`src/rtl/regbank_seq_ctrl_if.sv`:
```
// Bundles the instruction handshake, register-bank ports and status of the sequencer.
// No logic lives here. The controller takes the slave side.
// The bench, which models the instruction source and the bank, takes the master side.
interface regbank_seq_ctrl_if;
   logic        in_valid;
   logic        in_ready;
   logic [19:0] in_instr;
   logic [2:0]  ra1;
   logic [2:0]  ra2;
   logic [7:0]  rd1;
   logic [7:0]  rd2;
   logic        we5;
   logic [2:0]  wa5;
   logic [7:0]  wd32;
   logic        done;
   logic [7:0]  done_data;
   logic        busy;

   modport slave (
      input  in_valid, in_instr, rd1, rd2,
      output in_ready, ra1, ra2, we5, wa5, wd32, done, done_data, busy
   );

   modport master (
      output in_valid, in_instr, rd1, rd2,
      input  in_ready, ra1, ra2, we5, wa5, wd32, done, done_data, busy
   );
endinterface

```
`src/rtl/regbank_seq_ctrl.sv`:
```
// Purpose: multi-cycle sequencer for 3-address ALU ops on an 8x8 register bank. It has a write-to-read hazard interlock.
// Latency: an ALU op retires 3 cycles after accept, and LI/NOP retire 2 cycles after accept. A hazard adds stall cycles.
// Backpressure: in_ready is high only in IDLE. An instruction is taken on in_valid && in_ready.
module regbank_seq_ctrl #(
   parameter int WB_LAT = 2
) (
   input  logic               clk,
   input  logic               rst,
   regbank_seq_ctrl_if.slave  bus
);

   typedef enum logic [2:0] {S_IDLE, S_HAZ, S_RD, S_EX, S_WB} state_t;

   localparam logic [2:0] OP_NOP = 3'd0;
   localparam logic [2:0] OP_ADD = 3'd1;
   localparam logic [2:0] OP_SUB = 3'd2;
   localparam logic [2:0] OP_AND = 3'd3;
   localparam logic [2:0] OP_OR  = 3'd4;
   localparam logic [2:0] OP_XOR = 3'd5;
   localparam logic [2:0] OP_LI  = 3'd6;
   localparam logic [2:0] OP_MOV = 3'd7;

   state_t      state_q, state_d;
   logic [19:0] instr_q, instr_d;
   logic [7:0]  opa_q, opa_d;
   logic [7:0]  opb_q, opb_d;
   logic [7:0]  res_q, res_d;
   logic [2:0]  haz_cnt_q, haz_cnt_d;
   logic [2:0]  pend_rd_q, pend_rd_d;

   // Fields of the latched instruction and of the instruction on offer
   logic [2:0] op_q, rd_q, rs1_q, rs2_q;
   logic [7:0] imm_q;
   logic [2:0] in_op, in_rs1, in_rs2;
   logic       in_haz;

   assign op_q   = instr_q[19:17];
   assign rd_q   = instr_q[16:14];
   assign rs1_q  = instr_q[13:11];
   assign rs2_q  = instr_q[10:8];
   assign imm_q  = instr_q[7:0];
   assign in_op  = bus.in_instr[19:17];
   assign in_rs1 = bus.in_instr[13:11];
   assign in_rs2 = bus.in_instr[10:8];

   // Pre-gating output values. They are forced to zero while rst is high.
   logic       in_ready_c, we5_c, done_c;
   logic [2:0] ra1_c, ra2_c, wa5_c;
   logic [7:0] wd32_c, done_data_c;

   // Stall if a real source register (never X0) is still in flight through the bank write path. MOV reads rs1 only.
   always_comb begin
      in_haz = 1'b0;
      if (haz_cnt_q != 3'd0) begin
         if (in_rs1 != 3'd0 && in_rs1 == pend_rd_q)
            in_haz = 1'b1;
         if (in_op != OP_MOV && in_rs2 != 3'd0 && in_rs2 == pend_rd_q)
            in_haz = 1'b1;
      end
   end

   // Next-state, datapath and output decode
   always_comb begin
      state_d     = state_q;
      instr_d     = instr_q;
      opa_d       = opa_q;
      opb_d       = opb_q;
      res_d       = res_q;
      pend_rd_d   = pend_rd_q;
      haz_cnt_d   = (haz_cnt_q != 3'd0) ? haz_cnt_q - 3'd1 : 3'd0;
      in_ready_c  = 1'b0;
      ra1_c       = 3'd0;
      ra2_c       = 3'd0;
      we5_c       = 1'b0;
      wa5_c       = 3'd0;
      wd32_c      = 8'd0;
      done_c      = 1'b0;
      done_data_c = 8'd0;

      case (state_q)
         S_IDLE: begin
            in_ready_c = 1'b1;
            if (bus.in_valid) begin
               instr_d = bus.in_instr;
               if (in_op == OP_NOP || in_op == OP_LI)
                  state_d = S_EX;
               else if (in_haz)
                  state_d = S_HAZ;
               else
                  state_d = S_RD;
            end
         end
         S_HAZ: begin
            if (haz_cnt_q == 3'd0)
               state_d = S_RD;
         end
         S_RD: begin
            ra1_c   = rs1_q;
            ra2_c   = rs2_q;
            opa_d   = bus.rd1;
            opb_d   = bus.rd2;
            state_d = S_EX;
         end
         S_EX: begin
            case (op_q)
               OP_ADD:  res_d = opa_q + opb_q;
               OP_SUB:  res_d = opa_q - opb_q;
               OP_AND:  res_d = opa_q & opb_q;
               OP_OR:   res_d = opa_q | opb_q;
               OP_XOR:  res_d = opa_q ^ opb_q;
               OP_LI:   res_d = imm_q;
               OP_MOV:  res_d = opa_q;
               default: res_d = 8'd0;
            endcase
            state_d = S_WB;
         end
         S_WB: begin
            done_c      = 1'b1;
            done_data_c = res_q;
            if (op_q != OP_NOP && rd_q != 3'd0) begin
               we5_c     = 1'b1;
               wa5_c     = rd_q;
               wd32_c    = res_q;
               haz_cnt_d = 3'(WB_LAT);
               pend_rd_d = rd_q;
            end
            state_d = S_IDLE;
         end
         default: state_d = S_IDLE;
      endcase
   end

   // All outputs read zero during the reset cycle, whatever state the FSM held
   assign bus.in_ready  = rst ? 1'b0 : in_ready_c;
   assign bus.ra1       = rst ? 3'd0 : ra1_c;
   assign bus.ra2       = rst ? 3'd0 : ra2_c;
   assign bus.we5       = rst ? 1'b0 : we5_c;
   assign bus.wa5       = rst ? 3'd0 : wa5_c;
   assign bus.wd32      = rst ? 8'd0 : wd32_c;
   assign bus.done      = rst ? 1'b0 : done_c;
   assign bus.done_data = rst ? 8'd0 : done_data_c;
   assign bus.busy      = rst ? 1'b0 : (state_q != S_IDLE);

   // State and datapath registers with synchronous reset
   always_ff @(posedge clk) begin
      if (rst) begin
         state_q   <= S_IDLE;
         instr_q   <= 20'd0;
         opa_q     <= 8'd0;
         opb_q     <= 8'd0;
         res_q     <= 8'd0;
         haz_cnt_q <= 3'd0;
         pend_rd_q <= 3'd0;
      end else begin
         state_q   <= state_d;
         instr_q   <= instr_d;
         opa_q     <= opa_d;
         opb_q     <= opb_d;
         res_q     <= res_d;
         haz_cnt_q <= haz_cnt_d;
         pend_rd_q <= pend_rd_d;
      end
   end

endmodule

```
`src/flat_wrapper.sv`:
```
// flat-port wrapper written by rule: the top's interface ports become plain ports
module regbank_seq_ctrl_flat 
#(
   parameter int WB_LAT = 2
)
  (clk, rst, bus_in_valid, bus_in_instr, bus_rd1, bus_rd2, bus_in_ready, bus_ra1, bus_ra2, bus_we5, bus_wa5, bus_wd32, bus_done, bus_done_data, bus_busy);
  regbank_seq_ctrl_if bus_i ();
  input  logic clk;
  input  logic rst;
  input wire logic [$bits(bus_i.in_valid)-1:0] bus_in_valid;
  input wire logic [$bits(bus_i.in_instr)-1:0] bus_in_instr;
  input wire logic [$bits(bus_i.rd1)-1:0] bus_rd1;
  input wire logic [$bits(bus_i.rd2)-1:0] bus_rd2;
  output wire logic [$bits(bus_i.in_ready)-1:0] bus_in_ready;
  output wire logic [$bits(bus_i.ra1)-1:0] bus_ra1;
  output wire logic [$bits(bus_i.ra2)-1:0] bus_ra2;
  output wire logic [$bits(bus_i.we5)-1:0] bus_we5;
  output wire logic [$bits(bus_i.wa5)-1:0] bus_wa5;
  output wire logic [$bits(bus_i.wd32)-1:0] bus_wd32;
  output wire logic [$bits(bus_i.done)-1:0] bus_done;
  output wire logic [$bits(bus_i.done_data)-1:0] bus_done_data;
  output wire logic [$bits(bus_i.busy)-1:0] bus_busy;
  assign bus_i.in_valid = bus_in_valid;
  assign bus_i.in_instr = bus_in_instr;
  assign bus_i.rd1 = bus_rd1;
  assign bus_i.rd2 = bus_rd2;
  assign bus_in_ready = bus_i.in_ready;
  assign bus_ra1 = bus_i.ra1;
  assign bus_ra2 = bus_i.ra2;
  assign bus_we5 = bus_i.we5;
  assign bus_wa5 = bus_i.wa5;
  assign bus_wd32 = bus_i.wd32;
  assign bus_done = bus_i.done;
  assign bus_done_data = bus_i.done_data;
  assign bus_busy = bus_i.busy;
  regbank_seq_ctrl #(.WB_LAT(WB_LAT)) u_core (.clk(clk), .rst(rst), .bus(bus_i));
endmodule
```
`config.mk`:
```
export PLATFORM = sky130hd
export DESIGN_NAME = regbank_seq_ctrl_flat
export DESIGN_NICKNAME = d
export VERILOG_FILES = /design/src/rtl/regbank_seq_ctrl_if.sv /design/src/rtl/regbank_seq_ctrl.sv /design/src/flat_wrapper.sv
export SDC_FILE = /design/constraint.sdc
export NUM_CORES = 1
export LEC_CHECK = 0
export BUFFER_PORTS_ARGS = -buffer_cell sky130_fd_sc_hd__clkbuf_2
export CORE_MARGIN = 2
export CORE_UTILIZATION = 55
export DETAILED_ROUTE_END_ITERATION = 7
export PLACE_DENSITY_LB_ADDON = 0.2
export SYNTH_ARGS = -nofsm -noshare
export SYNTH_HDL_FRONTEND = slang
export SYNTH_SLANG_ARGS = --single-unit
```
`constraint.sdc`:
```
create_clock -name clk -period 3.46 [get_ports clk]
set_clock_uncertainty 0.15 [all_clocks]
set_input_delay 0.519 -clock clk [delete_from_list [all_inputs] [get_ports clk]]
set_output_delay 0.519 -clock clk [all_outputs]
set_load 0.02 [all_outputs]
```
### Yosys cells after proc, flatten, opt, wreduce, memory -nomap -nowiden

Cells that the tools add are included.

| operators by class | value |
|---|---|
| $add $sub $neg | 3 |
| reductions and logical operators | 17 |
| muxes and demuxes | 32 |
| bitwise logic cells | 3 |
| equality and inequality tests | 17 |

Operators by type and width:

| operator | count |
|---|---|
| case mux 8 bit (7 select lines) | 1 |
| 2-to-1 mux 8 bit | 5 |
| 2-to-1 mux 3 bit | 13 |
| equality test 3 bit (second input constant) | 6 |
| nonzero test 3 bit | 6 |
| equality test 3 x 2 -> 1 bit (second input constant) | 4 |
| case mux 3 bit (4 select lines) | 1 |
| 2-to-1 mux 1 bit | 11 |
| zero test 3 bit | 3 |
| adder 8 bit | 1 |
| AND 8 bit | 1 |
| bitwise OR 8 bit | 1 |
| subtractor 8 bit | 1 |
| XOR 8 bit | 1 |
| equality test 3 x 1 -> 1 bit (second input constant) | 2 |
| equality test 3 bit | 2 |
| AND reduction 2 bit | 3 |
| logical AND 1 bit | 4 |
| inequality test 3 bit (second input constant) | 1 |
| subtractor 3 x 1 -> 3 bit (second input constant) | 1 |
| 2-to-1 mux 2 bit | 1 |
| inequality test 2 x 1 -> 1 bit (second input constant) | 1 |
| inequality test 2 bit (second input constant) | 1 |
| logical OR 1 bit | 1 |

| storage, ports and cells | value |
|---|---|
| input bits | 39 |
| word-level logic and storage cells | 79 |
| output and inout bits | 29 |
| register bits | 53 |

### Depth between registers and ports, before layout

Gate-level depths: netlist of run 1.

| logic depth | value |
|---|---|
| depth after elaboration | 9 |
| depth in mapped cells | 11 |
| gate-level depth less buffers | 11 |

### Least setup slack after synthesis of run 1

OpenSTA, ideal clock, no wires.

| path | value |
|---|---|
| path type | flip-flop to flip-flop |
| from | register u_core.instr_q[17] |
| to | register u_core.res_q[6] |
| stages on the path, launching flop included | 10 |
| slack | 0.966 ns |
| path buffers | 1 |
| clock period less this slack | 2.494 ns |
| arrival time | 2.258 ns |
| cell sequence | dfxtp_1 > buf_6 > nor3b_4 > mux2_2 > fa_1 > nor2b_1 > o31a_1 > o22ai_1 > mux2i_1 > a211oi_1 |

| on the way | value |
|---|---|
| cells in the longest elaborated chain, start to end | 2 |
| elaborated cells between the ends (all ways) | 8 |
| those cells by class | 7 x eq/ne; 1 x mux |

RTL lines:

| what | RTL line | RTL |
|---|---|---|
| start: declaration | regbank_seq_ctrl.sv:24 | `logic [19:0] instr_q, instr_d;` |
| start signal: assignment | regbank_seq_ctrl.sv:156 | `instr_q <= instr_d;` |
| equality test 3 bit, or another cell as far along | regbank_seq_ctrl.sv:105 | `case (op_q)` |
| case mux 8 bit (7 select lines) (*) | regbank_seq_ctrl.sv:105 |  |
| end signal: assignment | regbank_seq_ctrl.sv:159 | `res_q <= res_d;` |
| end: declaration | regbank_seq_ctrl.sv:27 | `logic [7:0] res_q, res_d;` |

Mark *: on every way between the ends. The rest lies on a longest branch, timed or not.
A chain may end at the register's enable or synchronous reset.

### Worst setup path after layout of run 1

| path | value |
|---|---|
| from | register u_core.instr_q[17] |
| to | output bus_wa5[2] |

| on the way | value |
|---|---|
| cells in the longest elaborated chain, start to end | 5 |

RTL lines:

| what | RTL line | RTL |
|---|---|---|
| nonzero test 3 bit | regbank_seq_ctrl.sv:120 | `if (op_q != OP_NOP && rd_q != 3'd0) begin` |
| logical AND 1 bit | regbank_seq_ctrl.sv:120 |  |
| 2-to-1 mux 3 bit | regbank_seq_ctrl.sv:120 |  |
| 2-to-1 mux 3 bit | regbank_seq_ctrl.sv:80 | `case (state_q)` |
| 2-to-1 mux 3 bit | regbank_seq_ctrl.sv:138 | `assign bus.wa5 = rst ? 3'd0 : wa5_c;` |
| end: declaration | flat_wrapper.sv:18 | `output wire logic [$bits(bus_i.wa5)-1:0] bus_wa5;` |

No other way between the ends.

==> metrics.json, run 1 <==
{
  "postCtsResizedCells": {"value": 0},
  "finalHoldViolations": {"value": 0},
  "synth.cell_area": {"value": 3380, "unit": "sq um"},
  "report.final.slew_viol_count": {"value": 0},
  "power.total": {"value": 0.00159, "unit": "W"},
  "clockPowerShare": {"value": 26.8, "unit": "%"},
  "die_x": {"value": 82.3, "unit": "microns"},
  "numCtsBuffers": {"value": 5},
  "cts_hold_buffers": {"value": 0},
  "grt_antenna_before_repair": {"value": 0},
  "worstPathRequired": {"value": 2.79, "unit": "ns"},
  "synth_cells": {"value": 430},
  "detail_route.vias_per_cell": {"value": 5.55},
  "ys_warn_count": {"value": 0},
  "p_seq_share": {"value": 43.3, "unit": "%"},
  "core_area": {"value": 5920, "unit": "sq um"},
  "routedWlPerCell": {"value": 14.3, "unit": "microns"},
  "cts.repair_timing.setup_buffer_count": {"value": 0},
  "layout_setup_ws": {"value": 0.539, "unit": "ns"},
  "endpoint_kind": {"value": "output pin"},
  "die_h": {"value": 82.3, "unit": "microns"},
  "synth_area_per_cell": {"value": 7.85, "unit": "sq um"},
  "floorplan.die_area": {"value": 6780, "unit": "sq um"},
  "critPathKind": {"value": "reg2out"},
  "mappedNetlistNets": {"value": 494},
  "layout_cells_sized_above_1": {"value": 19.8, "unit": "%"},
  "dp_hpwl": {"value": 6.24, "unit": "mm"},
  "cts.path.max_buffers": {"value": 2},
  "synthesis_to_finish_area_growth": {"value": 13.0, "unit": "%"},
  "power.share.switching": {"value": 33.1, "unit": "%"},
  "power.switching": {"value": 0.000527, "unit": "W"},
  "count_of_unresolved_drc_violations_after_routing": {"value": 0},
  "cts_root_buffer": {"value": "clkbuf_8"},
  "placementRows": {"value": 28},
  "cp-start-kind": {"value": "register"},
  "grt_pass1_vias": {"value": 2696},
  "dominantRegCellSynth": {"value": "dfxtp_1"},
  "tritoncts_clock_tree": {"value": "done"},
  "top_cell_type_s_share_of_synthesized_area": {"value": 31.4, "unit": "%"},
  "dp_slack": {"value": 0.831, "unit": "ns"},
  "status": {"value": "finished, final reports clean"},
  "detailedRoute.firstIterationViolations": {"value": 185},
  "worst-slew-pin-transition": {"value": 1.02, "unit": "ns"},
  "most_common_cell_after_layout_fill_and_taps_aside": {"value": "nand2_1"},
  "pin_count_of_the_biggest_net_entering_global_routing": {"value": 49},
  "synth_cell_types": {"value": 66},
  "synth.area.top_cells": {"value": "dfxtp_1 (31%), nand2_1 (10%), ha_1 (8.9%)"},
  "max_slew_margin": {"value": 31.8, "unit": "%"},
  "min_path_type": {"value": "in2reg"},
  "internal_power": {"value": 0.00106, "unit": "W"},
  "first_pass_iters": {"value": 4},
  "wire_length_of_the_first_global_routing_pass": {"value": 12.8, "unit": "mm"},
  "finalCritPeriodShare": {"value": 84.4, "unit": "%"},
  "io_pins": {"value": 68},
  "final_period_minus_worst_setup_slack": {"value": 2.92, "unit": "ns"},
  "synth_largest_area_cell": {"value": "dfxtp_1"},
  "finish.instance_area": {"value": 3820, "unit": "sq um"},
  "nNetsFinal": {"value": 549},
  "clkTransAtPathRegs": {"value": 0.10, "unit": "ns"},
  "number_of_setup_violations_in_the_final_report": {"value": 0},
  "maxCapViolCount": {"value": 0},
  "initial_utilization": {"value": 57.0, "unit": "%"},
  "htree_levels": {"value": 2},
  "async_flop_share": {"value": 0, "unit": "%"},
  "synth_edf_count": {"value": 0},
  "worst-endpoint-arrival": {"value": 2.25, "unit": "ns"},
  "globalRouteTotalUtil": {"value": 24.8, "unit": "%"},
  "finalWeightedCongestion": {"value": 0.901},
  "overflow": {"value": 0},
  "detailroute.via_count": {"value": 3112},
  "power-per-cell-area": {"value": 417, "unit": "nW/um^2"},
  "total_leakage_power": {"value": 1.64, "unit": "nW"},
  "power_frac_comb": {"value": 29.9, "unit": "%"},
  "diodes": {"value": 0},
  "critical_path_peak_fanout": {"value": 20},
  "rsz0062_at_grt": {"value": "false"},
  "ys_seq_elements": {"value": 53},
  "post_route_antenna_net_violation_count": {"value": 0},
  "most-common-layout-cells": {"value": "nand2_1 (91), clkbuf_2 (67), dfxtp_1 (53)"},
  "detailed_place.area": {"value": 3700, "unit": "sq um"},
  "wl": {"value": 8.05, "unit": "mm"},
  "cts_num_sinks": {"value": 53},
  "fmaxAchievable": {"value": 342, "unit": "MHz"},
  "irDropWorstVdd": {"value": 0.216, "unit": "mV"},
  "worstSkewPairLatency": {"value": 0.31, "unit": "ns"},
  "io_buffers": {"value": 67},
  "post_route_setup_tns": {"value": 0, "unit": "ns"},
  "synth-seq-area-share": {"value": 31.4, "unit": "%"}
}
## metrics by stage
stage / hold WS, ns / instances / util [%]
after global routing: 0.277 / 561 / 64.5
after global placement: 0.289 / 553 / 62.6
after CTS: 0.263 / 561 / 64.5
after floorplan: 0.282 / 430 / -
final: 0.274 / 561 / 64.5
after detailed placement: 0.298 / 553 / 62.6
## kinds of logic after synthesis
group / after synthesis / share of synthesized area, %
simple gates: 177 / 25.5
xor+xnor: 15 / 3.89
mux: 8 / 3.15
buf+inv: 46 / 6.49
flops: 53 / 31.4
compound gates: 106 / 20.1
fa+ha+maj: 25 / 9.49
## metal layers
metal,vias to the layer above,track usage (%),part of all wire (%)
met1,1423,33.6,45
met4,0,9.00,2.5
met5,-,0,0
li1,1576,-,-
met3,19,4.02,5.8
met2,94,39.7,47
## layout make-up
cell class / instances / area, sq um
fill: 557 / 2100
multi-input combinational: 331 / 2100
sequential: 53 / 1060
timing repair buffer: 71 / 365
tap: 75 / 93.8
inverter: 23 / 88.8
clock buffer: 6 / 72.6
clock inverter: 2 / 38.8
## final timing paths
path | start | end | slack, ns | cells past startpoint
worst min register to register | u_core.instr_q[11] | u_core.instr_q[11] | 0.31 | 2
worst max-delay path | u_core.instr_q[17] | bus_wa5[2] | 0.54 | 5
worst max register to register | u_core.instr_q[19] | u_core.res_q[1] | 0.80 | 7
worst min-delay path | bus_rd2[2] | u_core.opb_q[2] | 0.27 | 3
## state kept, by name (all words and copies together) (netlist names)
name,cells
u_core.haz_cnt_q,3
u_core.state_q,3
u_core.instr_q,20
u_core.opa_q,8
u_core.opb_q,8
u_core.pend_rd_q,3
u_core.res_q,8
## worst max-delay path: stages (launching register included)
cell and delay, ns:
dfxtp_1 0.38, buf_4 0.27, nor3_4 0.10, nor4_2 0.76
and2_1 0.25, clkbuf_2 0.17
## power groups by stage
stage	combinational, W	clock, W	sequential [W]
after floorplan	0.000376	0	0.000686
after global placement	0.000459	0	0.000700
after detailed placement	0.000469	0	0.000702
after CTS	0.000474	0.000437	0.000689
after global routing	0.000536	0.000453	0.000695
final	0.000475	0.000427	0.000689
## cell usage after synthesis (all sizes together), types with 3 or more instances
| cell | instances |
|---|---|
| a211oi | 3 |
| a21o | 3 |
| a21oi | 49 |
| a22o | 3 |
| and2 | 28 |
| buf | 14 |
| clkbuf | 9 |
| dfxtp | 53 |
| ha | 24 |
| inv | 23 |
| mux2i | 5 |
| nand2 | 91 |
| nor2 | 25 |
| nor2b | 6 |
| nor3 | 9 |
| nor4 | 3 |
| o21ai | 15 |
| o22ai | 5 |
| xnor2 | 10 |
| xor2 | 5 |
Note: power is estimated with default switching activity, not from simulation.
==> inputs of run 2 (changes only) <==
==> constraint.sdc (replaced) <==
create_clock -name clk -period 2.7 [get_ports clk]
set_clock_uncertainty 0.15 [all_clocks]
set_input_delay 0.405 -clock clk [delete_from_list [all_inputs] [get_ports clk]]
set_output_delay 0.405 -clock clk [all_outputs]
set_load 0.02 [all_outputs]
==> run 2 against run 1 <==
  * Global-route usage is essentially flat
  * Highest routed layer unchanged
  * Flip-flop and latch count is the same
  * Clock power grew 8.0%
  * Hold slack lost 0.12 ns
  * Sequential share of layout area shrank 0.23 points
  * Total power grew 24%
  * Critical path depth grew 3
  * Count of clock-buffer cells in the layout is the same
==> metrics.json, run 2 (same netlist as run 1, synthesis figures left out) <==
{
  "worst-endpoint-arrival": {"value": 2.61, "unit": "ns", "change": "+0.36 ns"},
  "layout_cells_sized_above_1": {"value": 21.7, "unit": "%", "change": "+2.0 points"},
  "grt_met2_usage": {"value": 39.4, "unit": "%", "change": "-0.32 points"},
  "cts_root_buffer": {"value": "clkbuf_8"},
  "post_route_antenna_net_violation_count": {"value": 0, "change": "unchanged"},
  "pin_count_of_the_biggest_net_entering_global_routing": {"value": 35, "change": "-29%"},
  "setup.worst_path.start": {"value": "u_core.instr_q[19]"},
  "endpoint_kind": {"value": "register"},
  "grt_use_met1": {"value": 34.5, "unit": "%", "change": "+0.83 points"},
  "tritoncts_clock_tree": {"value": "done"},
  "diodes": {"value": 0, "change": "unchanged"},
  "htree_levels": {"value": 2, "change": "unchanged"},
  "finalWeightedCongestion": {"value": 0.960, "change": "+6.5%"},
  "power-per-cell-area": {"value": 513, "unit": "nW/um^2", "change": "+23%"},
  "finalCritPeriodShare": {"value": 93.4, "unit": "%"},
  "critPathKind": {"value": "reg2reg"},
  "status": {"value": "finished, final reports clean"},
  "min_path_type": {"value": "in2reg"},
  "maxCapViolCount": {"value": 0, "change": "unchanged"},
  "max_flop_register": {"value": "u_core.instr_q"},
  "initial_utilization": {"value": 57.0, "unit": "%", "change": "unchanged"},
  "dp_slack": {"value": 0.212, "unit": "ns", "change": "-0.619 ns"},
  "ff2ff_path_depth": {"value": 8, "change": "+1"},
  "min_path_cells": {"value": 3, "change": "unchanged"},
  "cts.repair_timing.setup_buffer_count": {"value": 0, "change": "unchanged"},
  "numCtsBuffers": {"value": 5, "change": "unchanged"},
  "n_fill_cell": {"value": 538, "change": "-3.4%"},
  "core_area": {"value": 5920, "unit": "sq um", "change": "unchanged"},
  "finalHoldViolations": {"value": 0, "change": "unchanged"},
  "cts_num_sinks": {"value": 53, "change": "unchanged"},
  "cts_hold_buffers": {"value": 0, "change": "unchanged"},
  "cp-start-kind": {"value": "register"},
  "overflow": {"value": 0, "change": "unchanged"},
  "count_of_unresolved_drc_violations_after_routing": {"value": 0, "change": "unchanged"},
  "cts.path.max_buffers": {"value": 2, "change": "unchanged"},
  "io_buffers": {"value": 67, "change": "unchanged"},
  "number_of_setup_violations_in_the_final_report": {"value": 0, "change": "unchanged"},
  "final_period_minus_worst_setup_slack": {"value": 2.52, "unit": "ns"},
  "nNetsFinal": {"value": 555, "change": "+1.1%"},
  "detailedRoute.firstIterationViolations": {"value": 205, "change": "+11%"},
  "die_x": {"value": 82.3, "unit": "microns", "change": "unchanged"},
  "floorplan.die_area": {"value": 6780, "unit": "sq um", "change": "unchanged"},
  "worstSkewPairLatency": {"value": 0.31, "unit": "ns", "change": "about the same"},
  "fmaxAchievable": {"value": 397, "unit": "MHz"},
  "worstPathRequired": {"value": 2.79, "unit": "ns", "change": "about the same"},
  "grt_antenna_before_repair": {"value": 0, "change": "unchanged"},
  "detailroute.via_count": {"value": 3119, "change": "+0.22%"},
  "finish.instance_area": {"value": 3860, "unit": "sq um", "change": "+1.1%"},
  "rsz0062_at_grt": {"value": "false"},
  "irDropWorstVdd": {"value": 0.284, "unit": "mV", "change": "+31%"},
  "multi_input_area": {"value": 2110, "unit": "sq um", "change": "+0.90%"},
  "most-common-layout-cells": {"value": "nand2_1 (91), clkbuf_2 (67), dfxtp_1 (51)"},
  "io_pins": {"value": 68, "change": "unchanged"},
  "most_common_cell_after_layout_fill_and_taps_aside": {"value": "nand2_1"},
  "grt_pass1_vias": {"value": 2778, "change": "+3.0%"},
  "hold_start": {"value": "bus_rd2[1]"},
  "postCtsResizedCells": {"value": 0, "change": "unchanged"},
  "gr-max-usage-layer": {"value": "met2"},
  "synthesis_to_finish_area_growth": {"value": 14.3, "unit": "%"},
  "detail_route.vias_per_cell": {"value": 5.50, "change": "-0.84%"},
  "first_pass_iters": {"value": 4, "change": "unchanged"},
  "flip_flop_count_of_the_largest_register_all_copies_and_words_added": {"value": 20, "change": "unchanged"},
  "post_route_setup_tns": {"value": 0, "unit": "ns", "change": "unchanged"},
  "critical_path_peak_fanout": {"value": 3, "change": "-85%"},
  "gr-usage-met3": {"value": 4.24, "unit": "%", "change": "+0.22 points"},
  "wl": {"value": 8.26, "unit": "mm", "change": "+2.6%"},
  "wire_length_of_the_first_global_routing_pass": {"value": 13.0, "unit": "mm", "change": "+1.7%"},
  "dp_hpwl": {"value": 6.26, "unit": "mm", "change": "+0.32%"},
  "worst_r2r_startpoint": {"value": "u_core.instr_q[19]"},
  "clkTransAtPathRegs": {"value": 0.10, "unit": "ns", "change": "about the same"},
  "worst_hold_slack": {"value": 0.151, "unit": "ns", "change": "-0.123 ns"},
  "layout_setup_ws": {"value": 0.179, "unit": "ns", "change": "-0.360 ns"},
  "max_slew_margin": {"value": 51.0, "unit": "%", "change": "+19 points"},
  "worst-slew-pin-transition": {"value": 0.736, "unit": "ns", "change": "-0.282 ns"},
  "total_leakage_power": {"value": 1.66, "unit": "nW", "change": "+1.7%"},
  "placementRows": {"value": 28, "change": "unchanged"},
  "routedWlPerCell": {"value": 14.6, "unit": "microns", "change": "+1.5%"},
  "die_h": {"value": 82.3, "unit": "microns", "change": "unchanged"},
  "detailed_place.area": {"value": 3750, "unit": "sq um", "change": "+1.2%"},
  "globalRouteTotalUtil": {"value": 24.8, "unit": "%", "change": "+0.040 points"},
  "seq_area": {"value": 1060, "unit": "sq um", "change": "+0.24%"},
  "report.final.slew_viol_count": {"value": 0, "change": "unchanged"}
}
[run 2: cell count changes in the layout (fill, tap and decap cells not counted), sizes merged]
| cell | delta |
|---|---|
| buf | +6 |
| bufinv | -1 |
| inv | +1 |
[run 2: worst max-delay path: stages, from the launching register on]
cell and delay [ns]:
dfxtp_1 0.36, nor3b_4 0.28, mux2_2 0.40, fa_1 0.48, xnor2_1 0.20, a21oi_1 0.09, o21ai_0 0.25, o211ai_1 0.13
a21oi_1 0.12
[run 2: metrics by stage]
stage	utilization, %	cells	power, W
finish	65.2	567	0.00198
global route	65.2	567	0.00210
CTS	64.8	567	0.00197
detailed placement	63.3	559	0.00152
global placement	63.3	559	0.00150
floorplan	-	430	0.00136
[run 2: where the power goes]
group | internal, W | switching [W] | total, W
clock | 0.000186 | 0.000275 | 0.000461
combinational | 0.000271 | 0.000367 | 0.000638
sequential | 0.000830 | 0.0000490 | 0.000879
[run 2: final cells by class]
cell class              instances  area share, %
repair buffers                 77           10.6
multi-input cells             331           54.8
flip-flops and latches         53           27.6
clock buffers                   6           1.88
inverters                      23           2.30
well taps                      75           2.43
clock inverters                 2          0.357
[run 2: per-layer routing]
metal  vias up  part of all wire, %
li1       1587                    -
met1      1431                   47
met2        89                   47
met3        12                  4.6
met4         0                  1.6
met5         -                    0
[run 2: worst paths after layout]
path	endpoint	slack, ns
max	u_core.res_q[2]	0.18
min	u_core.opb_q[1]	0.15
max reg2reg	u_core.res_q[2]	0.18
min reg2reg	u_core.instr_q[11]	0.30
==> inputs of run 3 (changes only) <==
--- a/config.mk
+++ b/config.mk
@@ -5,9 +5,10 @@
 export SDC_FILE = /design/constraint.sdc
 export NUM_CORES = 1
 export LEC_CHECK = 0
+export ABC_AREA = 1
 export BUFFER_PORTS_ARGS = -buffer_cell sky130_fd_sc_hd__clkbuf_2
 export CORE_MARGIN = 2
-export CORE_UTILIZATION = 55
+export CORE_UTILIZATION = 56
 export DETAILED_ROUTE_END_ITERATION = 7
 export PLACE_DENSITY_LB_ADDON = 0.2
 export SYNTH_ARGS = -nofsm -noshare
==> run 3 against run 2 <==
  * Global-route usage rose by 1.3 points
  * Die area is 1.2% lower
  * Sequential share of layout area decreased by 0.19 points
  * Clock power about the same
  * Total power up 6.9%
  * Largest cell class unchanged
  * Core utilization increased by 0.69 points
  * Via count grew 7.5%
  * Cell area up 0.45%
  * Sequential power grew 3.2%
  * First-iteration DRC count down 5.4%
==> metrics.json, run 3 <==
{
  "final_period_minus_worst_setup_slack": {"value": 2.51, "unit": "ns", "change": "-0.0141 ns"},
  "synth_cells": {"value": 482, "change": "+12%"},
  "detail_route.vias_per_cell": {"value": 5.40, "change": "-1.8%"},
  "cts_root_buffer": {"value": "clkbuf_8"},
  "htree_levels": {"value": 2, "change": "unchanged"},
  "pin_count_of_the_biggest_net_entering_global_routing": {"value": 37, "change": "+5.7%"},
  "power-per-cell-area": {"value": 546, "unit": "nW/um^2", "change": "+6.4%"},
  "rsz0062_at_grt": {"value": "false"},
  "n_fill_cell": {"value": 535, "change": "-0.56%"},
  "grt_met2_usage": {"value": 43.0, "unit": "%", "change": "+3.7 points"},
  "finalWeightedCongestion": {"value": 0.935, "change": "-2.6%"},
  "post_route_antenna_net_violation_count": {"value": 0, "change": "unchanged"},
  "layout_cells_sized_above_1": {"value": 19.8, "unit": "%", "change": "-2.0 points"},
  "synthXorXnorAreaFrac": {"value": 2.06, "unit": "%", "change": "-1.8 points"},
  "worst-slew-pin-transition": {"value": 0.562, "unit": "ns", "change": "-0.174 ns"},
  "overflow": {"value": 0, "change": "unchanged"},
  "most_common_cell_after_layout_fill_and_taps_aside": {"value": "nand2_1"},
  "detailedRoute.firstIterationViolations": {"value": 194, "change": "-5.4%"},
  "synth_cell_types": {"value": 43, "change": "-35%"},
  "finalHoldViolations": {"value": 0, "change": "unchanged"},
  "synth.cell_area": {"value": 3390, "unit": "sq um", "change": "+0.52%"},
  "wire_length_of_the_first_global_routing_pass": {"value": 13.4, "unit": "mm", "change": "+3.5%"},
  "first_pass_iters": {"value": 5, "change": "+1"},
  "most-common-layout-cells": {"value": "nand2_1 (91), inv_1 (76), clkbuf_2 (67)"},
  "async_flop_share": {"value": 0, "unit": "%", "change": "unchanged"},
  "post-route-util": {"value": 65.8, "unit": "%", "change": "+0.69 points"},
  "clkTransAtPathRegs": {"value": 0.10, "unit": "ns", "change": "about the same"},
  "flip_flop_count_of_the_largest_register_all_copies_and_words_added": {"value": 20, "change": "unchanged"},
  "initial_utilization": {"value": 57.7, "unit": "%", "change": "+0.64 points"},
  "ys_warn_count": {"value": 0, "change": "unchanged"},
  "detailroute.via_count": {"value": 3354, "change": "+7.5%"},
  "synth-compound-area-share": {"value": 19.4, "unit": "%", "change": "-0.69 points"},
  "post_synth_mux_area_share": {"value": 0, "unit": "%", "change": "-3.2 points"},
  "largest_family_of_logic_cells_by_synthesized_area": {"value": "simple AND/OR/NAND/NOR gates"},
  "power.share.switching": {"value": 38.4, "unit": "%", "change": "+3.5 points"},
  "post_route_setup_tns": {"value": 0, "unit": "ns", "change": "unchanged"},
  "power_frac_comb": {"value": 35.3, "unit": "%", "change": "+3.0 points"},
  "die_x": {"value": 81.8, "unit": "microns", "change": "-0.61%"},
  "mappedNetlistNets": {"value": 546, "change": "+11%"},
  "synthMostInstantiatedCell": {"value": "nand2_1"},
  "irDropWorstVdd": {"value": 0.343, "unit": "mV", "change": "+21%"},
  "synth_area_per_cell": {"value": 7.04, "unit": "sq um", "change": "-10%"},
  "core_area": {"value": 5890, "unit": "sq um", "change": "-0.59%"},
  "maxCapViolCount": {"value": 0, "change": "unchanged"},
  "dominantRegCellSynth": {"value": "dfxtp_1"},
  "report.final.slew_viol_count": {"value": 0, "change": "unchanged"},
  "critPathKind": {"value": "reg2reg"},
  "worstSkewPairLatency": {"value": 0.32, "unit": "ns", "change": "about the same"},
  "routedWlPerCell": {"value": 13.8, "unit": "microns", "change": "-5.4%"},
  "numCtsBuffers": {"value": 5, "change": "unchanged"},
  "worstPathRequired": {"value": 2.75, "unit": "ns", "change": "-0.04 ns"},
  "multi_input_area": {"value": 1930, "unit": "sq um", "change": "-8.6%"},
  "finalCritPeriodShare": {"value": 92.9, "unit": "%", "change": "-0.52 points"},
  "number_of_setup_violations_in_the_final_report": {"value": 0, "change": "unchanged"},
  "io_pins": {"value": 68, "change": "unchanged"},
  "fmaxAchievable": {"value": 399, "unit": "MHz", "change": "+0.56%"},
  "top_cell_type_s_share_of_synthesized_area": {"value": 31.3, "unit": "%", "change": "-0.16 points"},
  "nNetsFinal": {"value": 609, "change": "+9.7%"},
  "critical_path_peak_fanout": {"value": 5, "change": "+2"},
  "clockPowerShare": {"value": 21.7, "unit": "%", "change": "-1.6 points"},
  "p_seq_share": {"value": 42.9, "unit": "%", "change": "-1.5 points"},
  "diodes": {"value": 0, "change": "unchanged"},
  "globalRouteTotalUtil": {"value": 26.1, "unit": "%", "change": "+1.3 points"},
  "power.switching": {"value": 0.000813, "unit": "W", "change": "+18%"},
  "commonest_cells_post_synth": {"value": "nand2_1 (91), inv_1 (77), dfxtp_1 (53), a21oi_1 (51), o21ai_0 (44)"},
  "total_leakage_power": {"value": 1.81, "unit": "nW", "change": "+9.0%"},
  "status": {"value": "finished, final reports clean"},
  "grt_antenna_before_repair": {"value": 0, "change": "unchanged"},
  "placementRows": {"value": 28, "change": "unchanged"},
  "max_flop_register": {"value": "u_core.instr_q"},
  "gr-max-usage-layer": {"value": "met2"},
  "synth.area.top_cells": {"value": "dfxtp_1 (31%), nand2_1 (10%), ha_1 (8.8%)"},
  "synth_largest_area_cell": {"value": "dfxtp_1"},
  "ys_seq_elements": {"value": 53, "change": "unchanged"},
  "count_of_unresolved_drc_violations_after_routing": {"value": 0, "change": "unchanged"},
  "synthAdderAreaFrac": {"value": 9.44, "unit": "%", "change": "-0.049 points"},
  "worst-endpoint-arrival": {"value": 2.56, "unit": "ns", "change": "-0.05 ns"},
  "synthesis_to_finish_area_growth": {"value": 14.2, "unit": "%", "change": "about the same"},
  "internal_power": {"value": 0.00130, "unit": "W", "change": "+1.2%"},
  "max_slew_margin": {"value": 62.4, "unit": "%", "change": "+11 points"},
  "die_h": {"value": 81.8, "unit": "microns", "change": "-0.61%"},
  "grt_pass1_vias": {"value": 2908, "change": "+4.7%"},
  "endpoint_kind": {"value": "register"},
  "detailed_place.area": {"value": 3780, "unit": "sq um", "change": "+0.87%"},
  "finish.instance_area": {"value": 3870, "unit": "sq um", "change": "+0.45%"},
  "wl": {"value": 8.56, "unit": "mm", "change": "+3.6%"},
  "io_buffers": {"value": 67, "change": "unchanged"},
  "grt_use_met1": {"value": 36.1, "unit": "%", "change": "+1.6 points"},
  "seq_area": {"value": 1060, "unit": "sq um", "change": "-0.24%"},
  "cts_num_sinks": {"value": 53, "change": "unchanged"},
  "cp-start-kind": {"value": "register"},
  "gr-usage-met3": {"value": 3.85, "unit": "%", "change": "-0.39 points"},
  "tritoncts_clock_tree": {"value": "done"},
  "floorplan.die_area": {"value": 6700, "unit": "sq um", "change": "-1.2%"},
  "dp_hpwl": {"value": 6.77, "unit": "mm", "change": "+8.1%"},
  "cts_hold_buffers": {"value": 0, "change": "unchanged"},
  "synth_edf_count": {"value": 0, "change": "unchanged"},
  "cts.path.max_buffers": {"value": 2, "change": "unchanged"},
  "yosys.area_share.simple": {"value": 25.9, "unit": "%", "change": "+0.42 points"},
  "min_path_type": {"value": "in2reg"},
  "synth-seq-area-share": {"value": 31.3, "unit": "%", "change": "-0.16 points"}
}
run 3: cell count changes in the layout (fill, tap and decap cells not counted), sizes merged, moves of 5 or more:
cell   change
inv       +61
nor2      +21
nand3     +21
nor2b      -6
xnor2      -7
buf        -7
mux2i      -5
and2      -28
o21ai     +30
run 3: worst paths after layout:
path / slack [ns] / endpoint / cells after the start / startpoint
setup / recovery: 0.19 / u_core.res_q[7] / 16 / u_core.opb_q[1]
hold / removal: 0.18 / u_core.instr_q[2] / 3 / bus_in_instr[2]
setup reg to reg: 0.19 / u_core.res_q[7] / 16 / u_core.opb_q[1]
hold reg to reg: 0.31 / u_core.instr_q[10] / 2 / u_core.instr_q[10]
run 3: worst max-delay path, stage by stage, from the launching register on:
cell and delay [ns]:
dfxtp_1 0.34, inv_1 0.13, ha_1 0.16, inv_1 0.05
nor3_2 0.15, nand2_1 0.07, nand2_1 0.07, xor2_1 0.17
ha_1 0.29, a21oi_1 0.25, nand2_1 0.08, a21oi_1 0.11
nand3_1 0.08, nand3_1 0.07, nand2_1 0.07, nand2_1 0.07
a21oi_1 0.05
run 3: layer usage:
metal,vias up,share of wire (%)
met4,0,1.2
met3,13,5.8
met5,-,0
li1,1691,-
met1,1536,46
met2,114,47
run 3: cell families after synthesis:
family / Yosys count
flip-flops: 53
XOR/XNOR: 8
AO/OA/AOI/OAI: 117
adder cells (fa/ha/maj): 25
AND/OR/NAND/NOR: 179
buffers and inverters: 100
run 3: cell type report:
cell class / instances / share of cell area [%]
repair buffers: 70 / 9.56
flip-flops and latches: 53 / 27.4
clock buffers: 6 / 1.87
clock inverters: 2 / 0.387
multi-input cells: 329 / 49.9
inverters: 86 / 8.52
well taps: 75 / 2.42
run 3: power by group through the flow:
| stage | sequential, W | combinational, W | clock (W) |
|---|---|---|---|
| 3_5_place_dp | 0.000923 | 0.000732 | 0 |
| 2_1_floorplan | 0.000905 | 0.000561 | 0 |
| 3_3_place_gp | 0.000920 | 0.000716 | 0 |
| 5_1_grt | 0.000914 | 0.000838 | 0.000498 |
| 6_report | 0.000907 | 0.000747 | 0.000460 |
| 4_1_cts | 0.000905 | 0.000736 | 0.000469 |
run 3: per-stage QoR:
stage | cells | setup slack, ns | hold WS [ns] | power (W)
6_report | 621 | 0.193 | 0.184 | 0.00211
5_1_grt | 621 | 0.00652 | 0.178 | 0.00225
4_1_cts | 621 | 0.0977 | 0.177 | 0.00211
3_5_place_dp | 613 | 0.131 | 0.300 | 0.00166
3_3_place_gp | 613 | 0.153 | 0.289 | 0.00164
2_1_floorplan | 482 | 0.492 | 0.277 | 0.00147
run 3: timing repair:
action,CTS,global route
buffers inserted,0,0
endpoints found under the setup margin,0,2
gates resized for setup,0,2
